### src/rtl/uart_tx_fifo.sv
// -----------------------------------------------------------------------------
// uart_tx_fifo
//
// UART transmit channel with a small transmit FIFO. The producer pushes words
// through a valid/ready handshake. A frame FSM pops one word at a time and
// serialises it onto the TX pin as a UART frame:
//   start(0), DATA_BITS data bits LSB first, optional parity, 1 or 2 stop(1).
// Each bit lasts CLKS_PER_BIT cycles of clock_out.
//
// Handshake: a word is accepted on a rising edge of clock_out when
// valid_tx_in && ready_tx_out. ready_tx_out depends only on the registered
// FIFO count, so it never depends on valid_tx_in. A push while full is
// dropped. There is no bypass path: a word is written into the FIFO first and
// can be popped on a later edge at the earliest.
//
// Ports:
//   clock_out       in   system clock, rising edge
//   nreset          in   asynchronous active-low reset
//   valid_tx_in     in   producer word valid
//   data_tx_in      in   [DATA_BITS-1:0] producer word
//   ready_tx_out    out  FIFO not full
//   parity_mode_in  in   [1:0] 00 none, 01 even, 10 odd, 11 none
//   stop2_in        in   0 = one stop bit, 1 = two stop bits
//   sdata_tx_out    out  serial line, registered, idle high
//   busy_tx_out     out  frame in progress (FSM not idle)
//   fifo_count_out  out  [$clog2(FIFO_DEPTH):0] words buffered
// -----------------------------------------------------------------------------
module uart_tx_fifo #(
    parameter int DATA_BITS    = 8,
    parameter int FIFO_DEPTH   = 4,
    parameter int CLOCK_HZ     = 50_000_000,
    parameter int BAUDRATE     = 115200,
    parameter int CLKS_PER_BIT = CLOCK_HZ / BAUDRATE
) (
    input  logic                          clock_out,
    input  logic                          nreset,
    input  logic                          valid_tx_in,
    input  logic [DATA_BITS-1:0]          data_tx_in,
    output logic                          ready_tx_out,
    input  logic [1:0]                    parity_mode_in,
    input  logic                          stop2_in,
    output logic                          sdata_tx_out,
    output logic                          busy_tx_out,
    output logic [$clog2(FIFO_DEPTH):0]   fifo_count_out
);

    localparam int PTR_W  = $clog2(FIFO_DEPTH);
    localparam int CNT_W  = PTR_W + 1;
    localparam int BAUD_W = $clog2(CLKS_PER_BIT);
    localparam int BIT_W  = $clog2(DATA_BITS);

    localparam logic [BAUD_W-1:0] BAUD_LAST  = BAUD_W'(CLKS_PER_BIT - 1);
    localparam logic [BIT_W-1:0]  BIT_LAST   = BIT_W'(DATA_BITS - 1);
    localparam logic [CNT_W-1:0]  FULL_COUNT = CNT_W'(FIFO_DEPTH);

    typedef enum logic [2:0] {
        ST_IDLE,
        ST_START,
        ST_DATA,
        ST_PARITY,
        ST_STOP
    } state_t;

    // -------------------------------------------------------------------------
    // FIFO storage and pointers
    // -------------------------------------------------------------------------
    logic [DATA_BITS-1:0] mem [FIFO_DEPTH];
    logic [PTR_W-1:0]     wr_ptr;
    logic [PTR_W-1:0]     rd_ptr;
    logic [CNT_W-1:0]     fifo_count;
    logic [DATA_BITS-1:0] head;
    logic                 push;
    logic                 pop;

    assign ready_tx_out   = (fifo_count != FULL_COUNT);
    assign push           = valid_tx_in && ready_tx_out;
    assign head           = mem[rd_ptr];
    assign fifo_count_out = fifo_count;

    // Storage has no reset: contents are only ever read behind a valid count.
    always_ff @(posedge clock_out) begin
        if (push) begin
            mem[wr_ptr] <= data_tx_in;
        end
    end

    always_ff @(posedge clock_out or negedge nreset) begin
        if (!nreset) begin
            wr_ptr     <= '0;
            rd_ptr     <= '0;
            fifo_count <= '0;
        end else begin
            if (push) begin
                wr_ptr <= wr_ptr + 1'b1;
            end
            if (pop) begin
                rd_ptr <= rd_ptr + 1'b1;
            end
            // Simultaneous push and pop leaves the count unchanged.
            case ({push, pop})
                2'b10:   fifo_count <= fifo_count + 1'b1;
                2'b01:   fifo_count <= fifo_count - 1'b1;
                default: fifo_count <= fifo_count;
            endcase
        end
    end

    // -------------------------------------------------------------------------
    // Frame FSM: state register and datapath registers
    // -------------------------------------------------------------------------
    state_t               state,     state_n;
    logic [BAUD_W-1:0]    baud_cnt,  baud_n;
    logic [BIT_W-1:0]     bit_cnt,   bit_n;
    logic [DATA_BITS-1:0] shift_reg, shift_n;
    logic                 par_en,    par_en_n;
    logic                 par_bit,   par_bit_n;
    logic                 stop2,     stop2_n;
    logic                 sdata,     sdata_n;

    always_ff @(posedge clock_out or negedge nreset) begin
        if (!nreset) begin
            state     <= ST_IDLE;
            baud_cnt  <= '0;
            bit_cnt   <= '0;
            shift_reg <= '0;
            par_en    <= 1'b0;
            par_bit   <= 1'b0;
            stop2     <= 1'b0;
            sdata     <= 1'b1;
        end else begin
            state     <= state_n;
            baud_cnt  <= baud_n;
            bit_cnt   <= bit_n;
            shift_reg <= shift_n;
            par_en    <= par_en_n;
            par_bit   <= par_bit_n;
            stop2     <= stop2_n;
            sdata     <= sdata_n;
        end
    end

    assign sdata_tx_out = sdata;
    assign busy_tx_out  = (state != ST_IDLE);

    // -------------------------------------------------------------------------
    // Next-state and next-output logic. sdata_n is the value the line takes
    // for the bit that starts on the coming edge, so the line is registered
    // and changes exactly on bit boundaries.
    // -------------------------------------------------------------------------
    always_comb begin
        state_n   = state;
        baud_n    = baud_cnt;
        bit_n     = bit_cnt;
        shift_n   = shift_reg;
        par_en_n  = par_en;
        par_bit_n = par_bit;
        stop2_n   = stop2;
        sdata_n   = sdata;
        pop       = 1'b0;

        case (state)
            ST_IDLE: begin
                sdata_n = 1'b1;
                baud_n  = '0;
                bit_n   = '0;
                if (fifo_count != '0) begin
                    // Pop the head word and freeze the frame configuration;
                    // the start bit goes onto the line on this same edge.
                    pop       = 1'b1;
                    shift_n   = head;
                    par_en_n  = (parity_mode_in == 2'b01) || (parity_mode_in == 2'b10);
                    par_bit_n = (^head) ^ (parity_mode_in == 2'b10);
                    stop2_n   = stop2_in;
                    state_n   = ST_START;
                    sdata_n   = 1'b0;
                end
            end

            ST_START: begin
                if (baud_cnt == BAUD_LAST) begin
                    baud_n  = '0;
                    bit_n   = '0;
                    state_n = ST_DATA;
                    sdata_n = shift_reg[0];
                end else begin
                    baud_n = baud_cnt + 1'b1;
                end
            end

            ST_DATA: begin
                if (baud_cnt == BAUD_LAST) begin
                    baud_n = '0;
                    if (bit_cnt == BIT_LAST) begin
                        bit_n = '0;
                        if (par_en) begin
                            state_n = ST_PARITY;
                            sdata_n = par_bit;
                        end else begin
                            state_n = ST_STOP;
                            sdata_n = 1'b1;
                        end
                    end else begin
                        bit_n   = bit_cnt + 1'b1;
                        shift_n = shift_reg >> 1;
                        sdata_n = shift_reg[1];
                    end
                end else begin
                    baud_n = baud_cnt + 1'b1;
                end
            end

            ST_PARITY: begin
                if (baud_cnt == BAUD_LAST) begin
                    baud_n  = '0;
                    bit_n   = '0;
                    state_n = ST_STOP;
                    sdata_n = 1'b1;
                end else begin
                    baud_n = baud_cnt + 1'b1;
                end
            end

            ST_STOP: begin
                sdata_n = 1'b1;
                if (baud_cnt == BAUD_LAST) begin
                    baud_n = '0;
                    // bit_cnt counts stop bits already sent in this state.
                    if (stop2 && (bit_cnt == '0)) begin
                        bit_n = BIT_W'(1);
                    end else begin
                        bit_n   = '0;
                        state_n = ST_IDLE;
                    end
                end else begin
                    baud_n = baud_cnt + 1'b1;
                end
            end

            default: begin
                state_n = ST_IDLE;
                sdata_n = 1'b1;
                baud_n  = '0;
                bit_n   = '0;
            end
        endcase
    end

endmodule

### config.mk
export PLATFORM = sky130hd
export DESIGN_NAME = uart_tx_fifo
export DESIGN_NICKNAME = d
export VERILOG_FILES = /design/src/rtl/uart_tx_fifo.sv
export SDC_FILE = /design/constraint.sdc
export NUM_CORES = 1
export LEC_CHECK = 0
export CAP_MARGIN = 10
export CORE_UTILIZATION = 58
export CTS_BUF_LIST = sky130_fd_sc_hd__clkbuf_4 sky130_fd_sc_hd__clkbuf_8 sky130_fd_sc_hd__clkbuf_16
export CTS_CLUSTER_DIAMETER = 200
export CTS_CLUSTER_SIZE = 8
export DETAILED_ROUTE_END_ITERATION = 16
export PLACE_DENSITY_LB_ADDON = 0.2
export SYNTH_ARGS = -nofsm -noshare
export SYNTH_HDL_FRONTEND = slang
export SYNTH_SLANG_ARGS = --single-unit
### constraint.sdc
create_clock -name clock_out -period 3.19 [get_ports clock_out]
set_input_delay 0.319 -clock clock_out [delete_from_list [all_inputs] [get_ports clock_out]]
set_output_delay 0.319 -clock clock_out [all_outputs]
set_load 0.02 [all_outputs]
==> impl_results.html, run 1 <==
<table>
<tr><th>Metric</th><th>Value</th></tr>
<tr><th colspan="2">Route</th></tr>
<tr><td>Overall routed net length</td><td>5090 um</td></tr>
<tr><td>Highest metal layer with signal wires</td><td>met4</td></tr>
<tr><td>Iter 0 DRT Violations</td><td>80</td></tr>
<tr><td>Number of design rule violations left after detail routing</td><td>0</td></tr>
<tr><td>Post-DR vias/cell</td><td>5.39</td></tr>
<tr><td>TritonRoute pass-1 iters</td><td>4</td></tr>
<tr><td>WL met2</td><td>2470 um</td></tr>
<tr><td>Count of vias placed by the detailed router</td><td>1737</td></tr>
<tr><td>Post-route met1 wirelength</td><td>2340 um</td></tr>
<tr><td>Number of nets with antenna violations after detailed routing</td><td>0</td></tr>
<tr><td>Met3 Wirelength</td><td>194 um</td></tr>
<tr><td>WL per Instance</td><td>15.8 um</td></tr>
<tr><th colspan="2">Clocking</th></tr>
<tr><td>Post_cts resized</td><td>0</td></tr>
<tr><td>Setup bufs post-CTS</td><td>0</td></tr>
<tr><td>Clock tree from TritonCTS</td><td>done</td></tr>
<tr><td>Clock Pin Slew Worst Setup and Hold Paths</td><td>0.07 ns</td></tr>
<tr><td>Library cell used as clock root buffer</td><td>sky130_fd_sc_hd__clkbuf_8</td></tr>
<tr><td>Number of buffers created by CTS</td><td>9</td></tr>
<tr><td>Quantity of hold-fixing buffers added after cts</td><td>0</td></tr>
<tr><td>Worst-Skew Late Latency</td><td>0.34 ns</td></tr>
<tr><td>Worst-case clock buffer depth</td><td>2</td></tr>
<tr><td>Sink count of the clock tree</td><td>66</td></tr>
<tr><td>Count of H-tree levels built during CTS</td><td>3</td></tr>
<tr><th colspan="2">Placement</th></tr>
<tr><td>GP Congestion</td><td>0.811</td></tr>
<tr><td>Detailed Place HPWL</td><td>3410 um</td></tr>
<tr><td>Placed instance count</td><td>306</td></tr>
<tr><td>IO buf count</td><td>19</td></tr>
<tr><th colspan="2">STA</th></tr>
<tr><td>Final number of max-transition violations</td><td>0</td></tr>
<tr><td>Worst hold slack</td><td>0.379 ns</td></tr>
<tr><td>Slew headroom</td><td>65.4%</td></tr>
<tr><td>Final count of hold timing violations</td><td>0</td></tr>
<tr><td>Final sum of negative setup slack</td><td>0 ns</td></tr>
<tr><td>Final clock skew</td><td>0.00789 ns</td></tr>
<tr><td>Max Clock Freq</td><td>417 MHz</td></tr>
<tr><td># setup viols final</td><td>0</td></tr>
<tr><td>Worst-Margin Slew</td><td>0.519 ns</td></tr>
<tr><td>Period utilization</td><td>75.1%</td></tr>
<tr><td>RSZ-0062 raised after global routing</td><td>no</td></tr>
<tr><td>Fin crit period</td><td>2.40 ns</td></tr>
<tr><th colspan="2">Die</th></tr>
<tr><td>I/O pin count</td><td>20</td></tr>
<tr><td>Site row count</td><td>25</td></tr>
<tr><td>Effective utilization at floorplan</td><td>62.1%</td></tr>
<tr><td>Width of the die</td><td>74.0 um</td></tr>
<tr><td>Die Outline Area</td><td>0.00548 mm2</td></tr>
<tr><td>Area of the core region</td><td>0.00485 mm2</td></tr>
<tr><td>Die height</td><td>74.0 um</td></tr>
<tr><th colspan="2">Power and ir drop</th></tr>
<tr><td>Post-layout total power</td><td>3.61 mW</td></tr>
<tr><td>Power per unit of standard cell area</td><td>1020 mW/mm2</td></tr>
<tr><td>Largest vdd supply drop</td><td>0.000791 V</td></tr>
<tr><td>Leakage power figure</td><td>1.43 nW</td></tr>
<tr><th colspan="2">Final layout</th></tr>
<tr><td>Number of non-filler instances in the completed layout</td><td>322</td></tr>
<tr><td>Number of flip-flops in the largest register</td><td>32</td></tr>
<tr><td>Layout overhead on the synthesized area</td><td>17.4%</td></tr>
<tr><td>Proportion of layout cells with a drive suffix above 1</td><td>12.9%</td></tr>
<tr><td>Antenna fix cells</td><td>0</td></tr>
<tr><td>Layout Utilization</td><td>72.9%</td></tr>
<tr><td>Nets@finish</td><td>276</td></tr>
<tr><th colspan="2">Global routing</th></tr>
<tr><td>Pin count of the biggest net entering global routing</td><td>35</td></tr>
<tr><td>Wire length of the first global-routing pass</td><td>8670 um</td></tr>
<tr><td>Overall overflow remaining after global route</td><td>0</td></tr>
<tr><td>Number of antenna violations at the first check in global routing</td><td>0</td></tr>
<tr><td>Via count of the first global-routing pass</td><td>1844</td></tr>
<tr><td>Total GRT Usage</td><td>22.2%</td></tr>
<tr><th colspan="2">Yosys</th></tr>
<tr><td>Post-synthesis sequential area ratio</td><td>60.2%</td></tr>
<tr><td>Post-synthesis cell count</td><td>223</td></tr>
<tr><td>Most frequent cell after synthesis</td><td>sky130_fd_sc_hd__dfrtp_1</td></tr>
<tr><td>Post-synthesis async set-or-reset flop share</td><td>51.5%</td></tr>
<tr><td>Post-Synthesis Cell Area</td><td>0.00301 mm2</td></tr>
<tr><td>Most common flop cell mapped by yosys</td><td>sky130_fd_sc_hd__dfrtp_1</td></tr>
<tr><td>Top post-synthesis cells by count</td><td>sky130_fd_sc_hd__dfrtp_1 (33), sky130_fd_sc_hd__edfxtp_1 (32), sky130_fd_sc_hd__o21ai_0 (18)</td></tr>
<tr><td>Total nets after synthesis</td><td>249</td></tr>
<tr><td>Netlist cell types</td><td>44</td></tr>
<tr><td>Count of synthesis-stage warnings from yosys</td><td>0</td></tr>
<tr><td>Post-synthesis sequential element count</td><td>66</td></tr>
<tr><td>Post-synth EDFFs</td><td>32</td></tr>
<tr><td>Synthesized area per cell</td><td>13.5 um2</td></tr>
<tr><td>Share of Yosys cell area claimed by the top area cell type</td><td>31.9%</td></tr>
<tr><td>Most area-consuming cells after synthesis</td><td>sky130_fd_sc_hd__edfxtp_1 (32%), sky130_fd_sc_hd__dfrtp_1 (27%), sky130_fd_sc_hd__ha_1 (4.6%), sky130_fd_sc_hd__mux4_1 (3.5%), sky130_fd_sc_hd__xnor2_1 (3.2%)</td></tr>
<tr><td>Post-synthesis cell type with the largest combined area</td><td>sky130_fd_sc_hd__edfxtp_1</td></tr>
<tr><th colspan="2">Critical path</th></tr>
<tr><td>Crit path max fanout</td><td>10</td></tr>
<tr><td>Arrival time of the worst setup path</td><td>2.62 ns</td></tr>
<tr><td>Critical Path RT</td><td>3.41 ns</td></tr>
<tr><td>Worst Setup Path Type</td><td>reg -&gt; reg</td></tr>
<tr><td>Critical Path Start Type</td><td>flip-flop</td></tr>
<tr><td>Capturing element type of the critical path</td><td>flip-flop</td></tr>
<tr><th colspan="2">Run status</th></tr>
<tr><td>Run status</td><td>finished clean</td></tr>
<tr><th colspan="2">Job</th></tr>
<tr><td>Total of max-cap violations</td><td>0</td></tr>
<tr><th colspan="2">Min path</th></tr>
<tr><td>Type of the worst min-delay path</td><td>in -&gt; async</td></tr>
</table>
-- layout make-up --
| type | instances | area, um2 |
|---|---|---|
| sequential | 66 | 1810 |
| fill | 329 | 1320 |
| multi-input combinational | 135 | 1100 |
| timing repair buffer | 24 | 228 |
| clock buffer | 10 | 138 |
| clock inverter | 6 | 114 |
| tap | 67 | 83.8 |
| inverter | 14 | 52.6 |
-- logic make-up after synthesis --
| logic type | after synthesis | synth area share [%] |
|---|---|---|
| flops | 66 | 60.2 |
| compound gates | 29 | 5.61 |
| fa+ha+maj | 12 | 5.24 |
| buf+inv | 22 | 3.20 |
| simple gates | 57 | 9.61 |
| xor+xnor | 20 | 6.53 |
| mux | 17 | 9.56 |
-- routing by layer --
metal  GRT usage [%]  vias up
met5               0        -
met4            12.0        0
met3            4.07        7
met2            35.1       30
met1            29.4      848
li1                -      852
-- critical path, stage by stage (launching register included) --
cell and delay, ns:
sky130_fd_sc_hd__dfrtp_1 0.67, sky130_fd_sc_hd__mux4_2 0.60, sky130_fd_sc_hd__xnor2_1 0.20, sky130_fd_sc_hd__xnor3_1 0.43, sky130_fd_sc_hd__xnor2_1 0.13, sky130_fd_sc_hd__mux2_2 0.26
-- path summary, 6_finish.rpt --
path | startpoint | to | slack (ns) | cells past startpoint
worst max-delay path | rd_ptr[0]$_DFFE_PN0P_ | par_bit$_DFFE_PN0P_ | 0.79 | 5
worst min-delay path | nreset | state[1]$_DFFE_PN0P_ | 0.38 | 2
worst max register to register | rd_ptr[0]$_DFFE_PN0P_ | par_bit$_DFFE_PN0P_ | 0.79 | 5
worst min register to register | shift_reg[0]$_DFFE_PN0P_ | shift_reg[0]$_DFFE_PN0P_ | 0.49 | 2
max in group asynchronous | nreset | sdata_tx_out$_DFFE_PN1P_ | 2.48 | 2
min in group clock_out | shift_reg[0]$_DFFE_PN0P_ | shift_reg[0]$_DFFE_PN0P_ | 0.49 | 2
-- cell usage in the layout (no fill, tap or decap), types with 3 or more instances in the layout --
| master | count |
|---|---|
| sky130_fd_sc_hd__dfrtp_1 | 33 |
| sky130_fd_sc_hd__edfxtp_1 | 32 |
| sky130_fd_sc_hd__clkdlybuf4s50_1 | 19 |
| sky130_fd_sc_hd__o21ai_0 | 18 |
| sky130_fd_sc_hd__nand2_1 | 16 |
| sky130_fd_sc_hd__inv_1 | 14 |
| sky130_fd_sc_hd__nor2_1 | 13 |
| sky130_fd_sc_hd__xnor2_1 | 11 |
| sky130_fd_sc_hd__ha_1 | 11 |
| sky130_fd_sc_hd__clkbuf_8 | 10 |
| sky130_fd_sc_hd__xor2_1 | 7 |
| sky130_fd_sc_hd__mux2i_1 | 7 |
| sky130_fd_sc_hd__nand3_1 | 6 |
| sky130_fd_sc_hd__and3_1 | 5 |
| sky130_fd_sc_hd__buf_4 | 5 |
| sky130_fd_sc_hd__mux4_1 | 4 |
| sky130_fd_sc_hd__a21oi_1 | 4 |
| sky130_fd_sc_hd__mux4_2 | 4 |
| sky130_fd_sc_hd__nand4_1 | 3 |
| sky130_fd_sc_hd__bufinv_16 | 3 |
-- stage by stage --
stage | cell area [um2] | setup slack (ns)
after floorplan | 3010 | 0.788
final | 3530 | 0.793
after CTS | 3530 | 0.792
after global placement | 3280 | 0.830
after detailed placement | 3280 | 0.791
after global routing | 3530 | 0.691
-- where the power goes --
part           total, mW  internal [mW]  switching (mW)
Sequential          1.36           1.16           0.202
Combinational       1.39          0.702           0.685
Clock              0.861          0.541           0.320
(Power assumes the default switching activity.)
==> inputs of run 2 (changes only) <==
clock period = 2.24 ns   (was 3.19 ns; I/O delays follow)
==> impl_results.html, run 2 (synthesis gave the netlist of run 1 again) <==
<table>
<tr><th>Metric</th><th>Value</th></tr>
<tr><th colspan="2">Run status</th></tr>
<tr><td>Run status</td><td>finished clean</td></tr>
<tr><th colspan="2">Critical path</th></tr>
<tr><td>Critical Path RT</td><td>2.48 ns (-0.93 ns)</td></tr>
<tr><td>Library cell contributing the largest single delay on the critical path</td><td>sky130_fd_sc_hd__mux4_2</td></tr>
<tr><td>Arrival time of the worst setup path</td><td>2.42 ns (-0.20 ns)</td></tr>
<tr><td>Largest stage delay, worst path</td><td>0.55 ns (-0.12 ns)</td></tr>
<tr><td>Crit path max fanout</td><td>6 (-4)</td></tr>
<tr><td>Capturing element type of the critical path</td><td>flip-flop</td></tr>
<tr><td>Critical Path Start Type</td><td>flip-flop</td></tr>
<tr><td>Cell-by-cell trace of the critical path</td><td>buf_4 &gt; mux4_2 &gt; xnor2_2 &gt; xnor3_1 &gt; xnor2_1 &gt; mux2_2</td></tr>
<tr><td>Worst Setup Path Type</td><td>reg -&gt; reg</td></tr>
<tr><th colspan="2">Clocking</th></tr>
<tr><td>Clock tree from TritonCTS</td><td>done</td></tr>
<tr><td>Worst-Skew Late Latency</td><td>0.35 ns (about the same)</td></tr>
<tr><td>Clock Pin Slew Worst Setup and Hold Paths</td><td>0.07 ns (about the same)</td></tr>
<tr><td>Sink count of the clock tree</td><td>66 (unchanged)</td></tr>
<tr><td>Number of buffers created by CTS</td><td>9 (unchanged)</td></tr>
<tr><td>Library cell used as clock root buffer</td><td>sky130_fd_sc_hd__clkbuf_8</td></tr>
<tr><td>Worst-case clock buffer depth</td><td>2 (unchanged)</td></tr>
<tr><td>Count of H-tree levels built during CTS</td><td>3 (unchanged)</td></tr>
<tr><th colspan="2">Final layout</th></tr>
<tr><td>Layout Utilization</td><td>73.6% (+0.75 points)</td></tr>
<tr><td>Layout overhead on the synthesized area</td><td>18.6%</td></tr>
<tr><td>Number of flip-flops in the largest register</td><td>32 (unchanged)</td></tr>
<tr><td>Number of non-filler instances in the completed layout</td><td>333 (+3.4%)</td></tr>
<tr><td>Nets@finish</td><td>287 (+4.0%)</td></tr>
<tr><td>Most frequent cells in the layout</td><td>sky130_fd_sc_hd__dfrtp_1 (32), sky130_fd_sc_hd__edfxtp_1 (32), sky130_fd_sc_hd__clkdlybuf4s50_1 (19)</td></tr>
<tr><td>Proportion of layout cells with a drive suffix above 1</td><td>17.3% (+4.4 points)</td></tr>
<tr><td>Antenna fix cells</td><td>0 (unchanged)</td></tr>
<tr><th colspan="2">Route</th></tr>
<tr><td>Number of nets with antenna violations after detailed routing</td><td>0 (unchanged)</td></tr>
<tr><td>Number of design rule violations left after detail routing</td><td>0 (unchanged)</td></tr>
<tr><td>Count of vias placed by the detailed router</td><td>1838 (+5.8%)</td></tr>
<tr><td>WL per Instance</td><td>15.9 um (+0.86%)</td></tr>
<tr><td>Post-DR vias/cell</td><td>5.52 (+2.3%)</td></tr>
<tr><td>Iter 0 DRT Violations</td><td>91 (+14%)</td></tr>
<tr><td>TritonRoute pass-1 iters</td><td>4 (unchanged)</td></tr>
<tr><td>Overall routed net length</td><td>5310 um (+4.3%)</td></tr>
<tr><th colspan="2">Power and ir drop</th></tr>
<tr><td>Leakage power figure</td><td>1.45 nW (+1.5%)</td></tr>
<tr><td>Power per unit of standard cell area</td><td>1420 mW/mm2 (+39%)</td></tr>
<tr><td>Largest vdd supply drop</td><td>0.000969 V (+22%)</td></tr>
<tr><th colspan="2">Global routing</th></tr>
<tr><td>Via count of the first global-routing pass</td><td>1794 (-2.7%)</td></tr>
<tr><td>Wire length of the first global-routing pass</td><td>8600 um (-0.88%)</td></tr>
<tr><td>Overall overflow remaining after global route</td><td>0 (unchanged)</td></tr>
<tr><td>Number of antenna violations at the first check in global routing</td><td>0 (unchanged)</td></tr>
<tr><td>Total GRT Usage</td><td>22.3% (+0.079 points)</td></tr>
<tr><td>Pin count of the biggest net entering global routing</td><td>35 (unchanged)</td></tr>
<tr><th colspan="2">STA</th></tr>
<tr><td>Final count of hold timing violations</td><td>0 (unchanged)</td></tr>
<tr><td>Slew headroom</td><td>70.8% (+5.4 points)</td></tr>
<tr><td>Final clock skew</td><td>0.00900 ns (+0.00111 ns)</td></tr>
<tr><td>Max Clock Freq</td><td>457 MHz (+9.6%)</td></tr>
<tr><td>Period utilization</td><td>97.6% (+22 points)</td></tr>
<tr><td>Final number of max-transition violations</td><td>0 (unchanged)</td></tr>
<tr><td>Fin crit period</td><td>2.19 ns (-0.210 ns)</td></tr>
<tr><td># setup viols final</td><td>0 (unchanged)</td></tr>
<tr><td>Final sum of negative setup slack</td><td>0 ns (unchanged)</td></tr>
<tr><td>Worst-Margin Slew</td><td>0.438 ns (-0.0812 ns)</td></tr>
<tr><th colspan="2">Placement</th></tr>
<tr><td>IO buf count</td><td>19 (unchanged)</td></tr>
<tr><td>Detailed Place HPWL</td><td>3560 um (+4.4%)</td></tr>
<tr><td>GP Congestion</td><td>0.791 (-2.5%)</td></tr>
<tr><td>Placed instance count</td><td>313 (+2.3%)</td></tr>
<tr><th colspan="2">Die</th></tr>
<tr><td>Area of the core region</td><td>0.00485 mm2 (unchanged)</td></tr>
<tr><td>Width of the die</td><td>74.0 um (unchanged)</td></tr>
<tr><td>Site row count</td><td>25 (unchanged)</td></tr>
<tr><td>Die Outline Area</td><td>0.00548 mm2 (unchanged)</td></tr>
<tr><td>Die height</td><td>74.0 um (unchanged)</td></tr>
<tr><td>I/O pin count</td><td>20 (unchanged)</td></tr>
<tr><td>Effective utilization at floorplan</td><td>62.1% (unchanged)</td></tr>
<tr><th colspan="2">Job</th></tr>
<tr><td>Total of max-cap violations</td><td>0 (unchanged)</td></tr>
<tr><th colspan="2">Min path</th></tr>
<tr><td>Type of the worst min-delay path</td><td>in -&gt; async</td></tr>
</table>
==> run 2: cell count changes in the layout (fill, tap and decap cells not counted), sizes merged <==
cell	change
bufinv	-2
clkinv	+2
buf	+11
==> run 2: report_power, final <==
group	leakage, nW	switching [mW]	internal (mW)	total, mW
logic	0.642	1.09	1.12	2.21
clock network	0.0908	0.458	0.517	0.975
registers	0.721	0.232	1.65	1.88
==> run 2: path summary, 6_finish.rpt <==
| path | startpoint | to | slack (ns) | cells after the start |
|---|---|---|---|---|
| setup / recovery | rd_ptr[0]$_DFFE_PN0P_ | par_bit$_DFFE_PN0P_ | 0.05 | 6 |
| hold / removal | nreset | par_en$_DFFE_PN0P_ | 0.29 | 2 |
| setup reg to reg | rd_ptr[0]$_DFFE_PN0P_ | par_bit$_DFFE_PN0P_ | 0.05 | 6 |
| hold reg to reg | shift_reg[0]$_DFFE_PN0P_ | shift_reg[0]$_DFFE_PN0P_ | 0.49 | 2 |
| max in group asynchronous | nreset | sdata_tx_out$_DFFE_PN1P_ | 1.62 | 2 |
| min in group clock_out | stop2_in | stop2$_DFFE_PN0P_ | 0.49 | 2 |
==> run 2: timing repair <==
action,in CTS,in global routing
hold buffers,0,0
setup endpoints to repair,1,2
buffers inserted,0,4
pin swaps,0,1
gates resized for setup,1,3
cloned,0,0
==> run 2: final cells by class <==
type / count / area (um2)
clock buffers: 10 / 131
clock inverters: 6 / 57.6
fillers: 340 / 1280
inverters: 14 / 52.6
multi-input cells: 135 / 1120
flip-flops and latches: 66 / 1810
well taps: 67 / 83.8
repair buffers: 35 / 310
==> run 2: routing by layer <==
metal	part of all wire, %	up-vias	GRT usage [%]
met4	2.9	0	12.4
met1	45	910	29.5
met2	47	42	34.1
met5	0	-	0
li1	-	873	-
met3	4.5	13	5.28
==> run 2: per-stage QoR <==
step                      setup WS (ns)  hold WS (ns)  total power, mW  area, um2
after global placement         0.000692         0.472             3.98       3350
final                            0.0536         0.286             5.06       3570
after floorplan                 0.00744       -0.0716             3.46       3030
after global routing            -0.0286         0.338             5.41       3570
after CTS                        0.0660         0.301             5.04       3540
after detailed placement        -0.0192         0.486             4.06       3350
==> run 2: critical path, delay by kind of cell (launching register included) <==
kind / cells / cell delay, ns
buffers and inverters: 1 / 0.16
muxes: 2 / 0.82
DFF: 1 / 0.43
xor gates and xnor gates: 3 / 0.66
==> inputs of run 3 (changes only) <==
HOLD_SLACK_MARGIN = 0.03   (was default)
==> results of run 3 <==
Same layout as run 2: the final DEF is identical, and so are final timing and power.
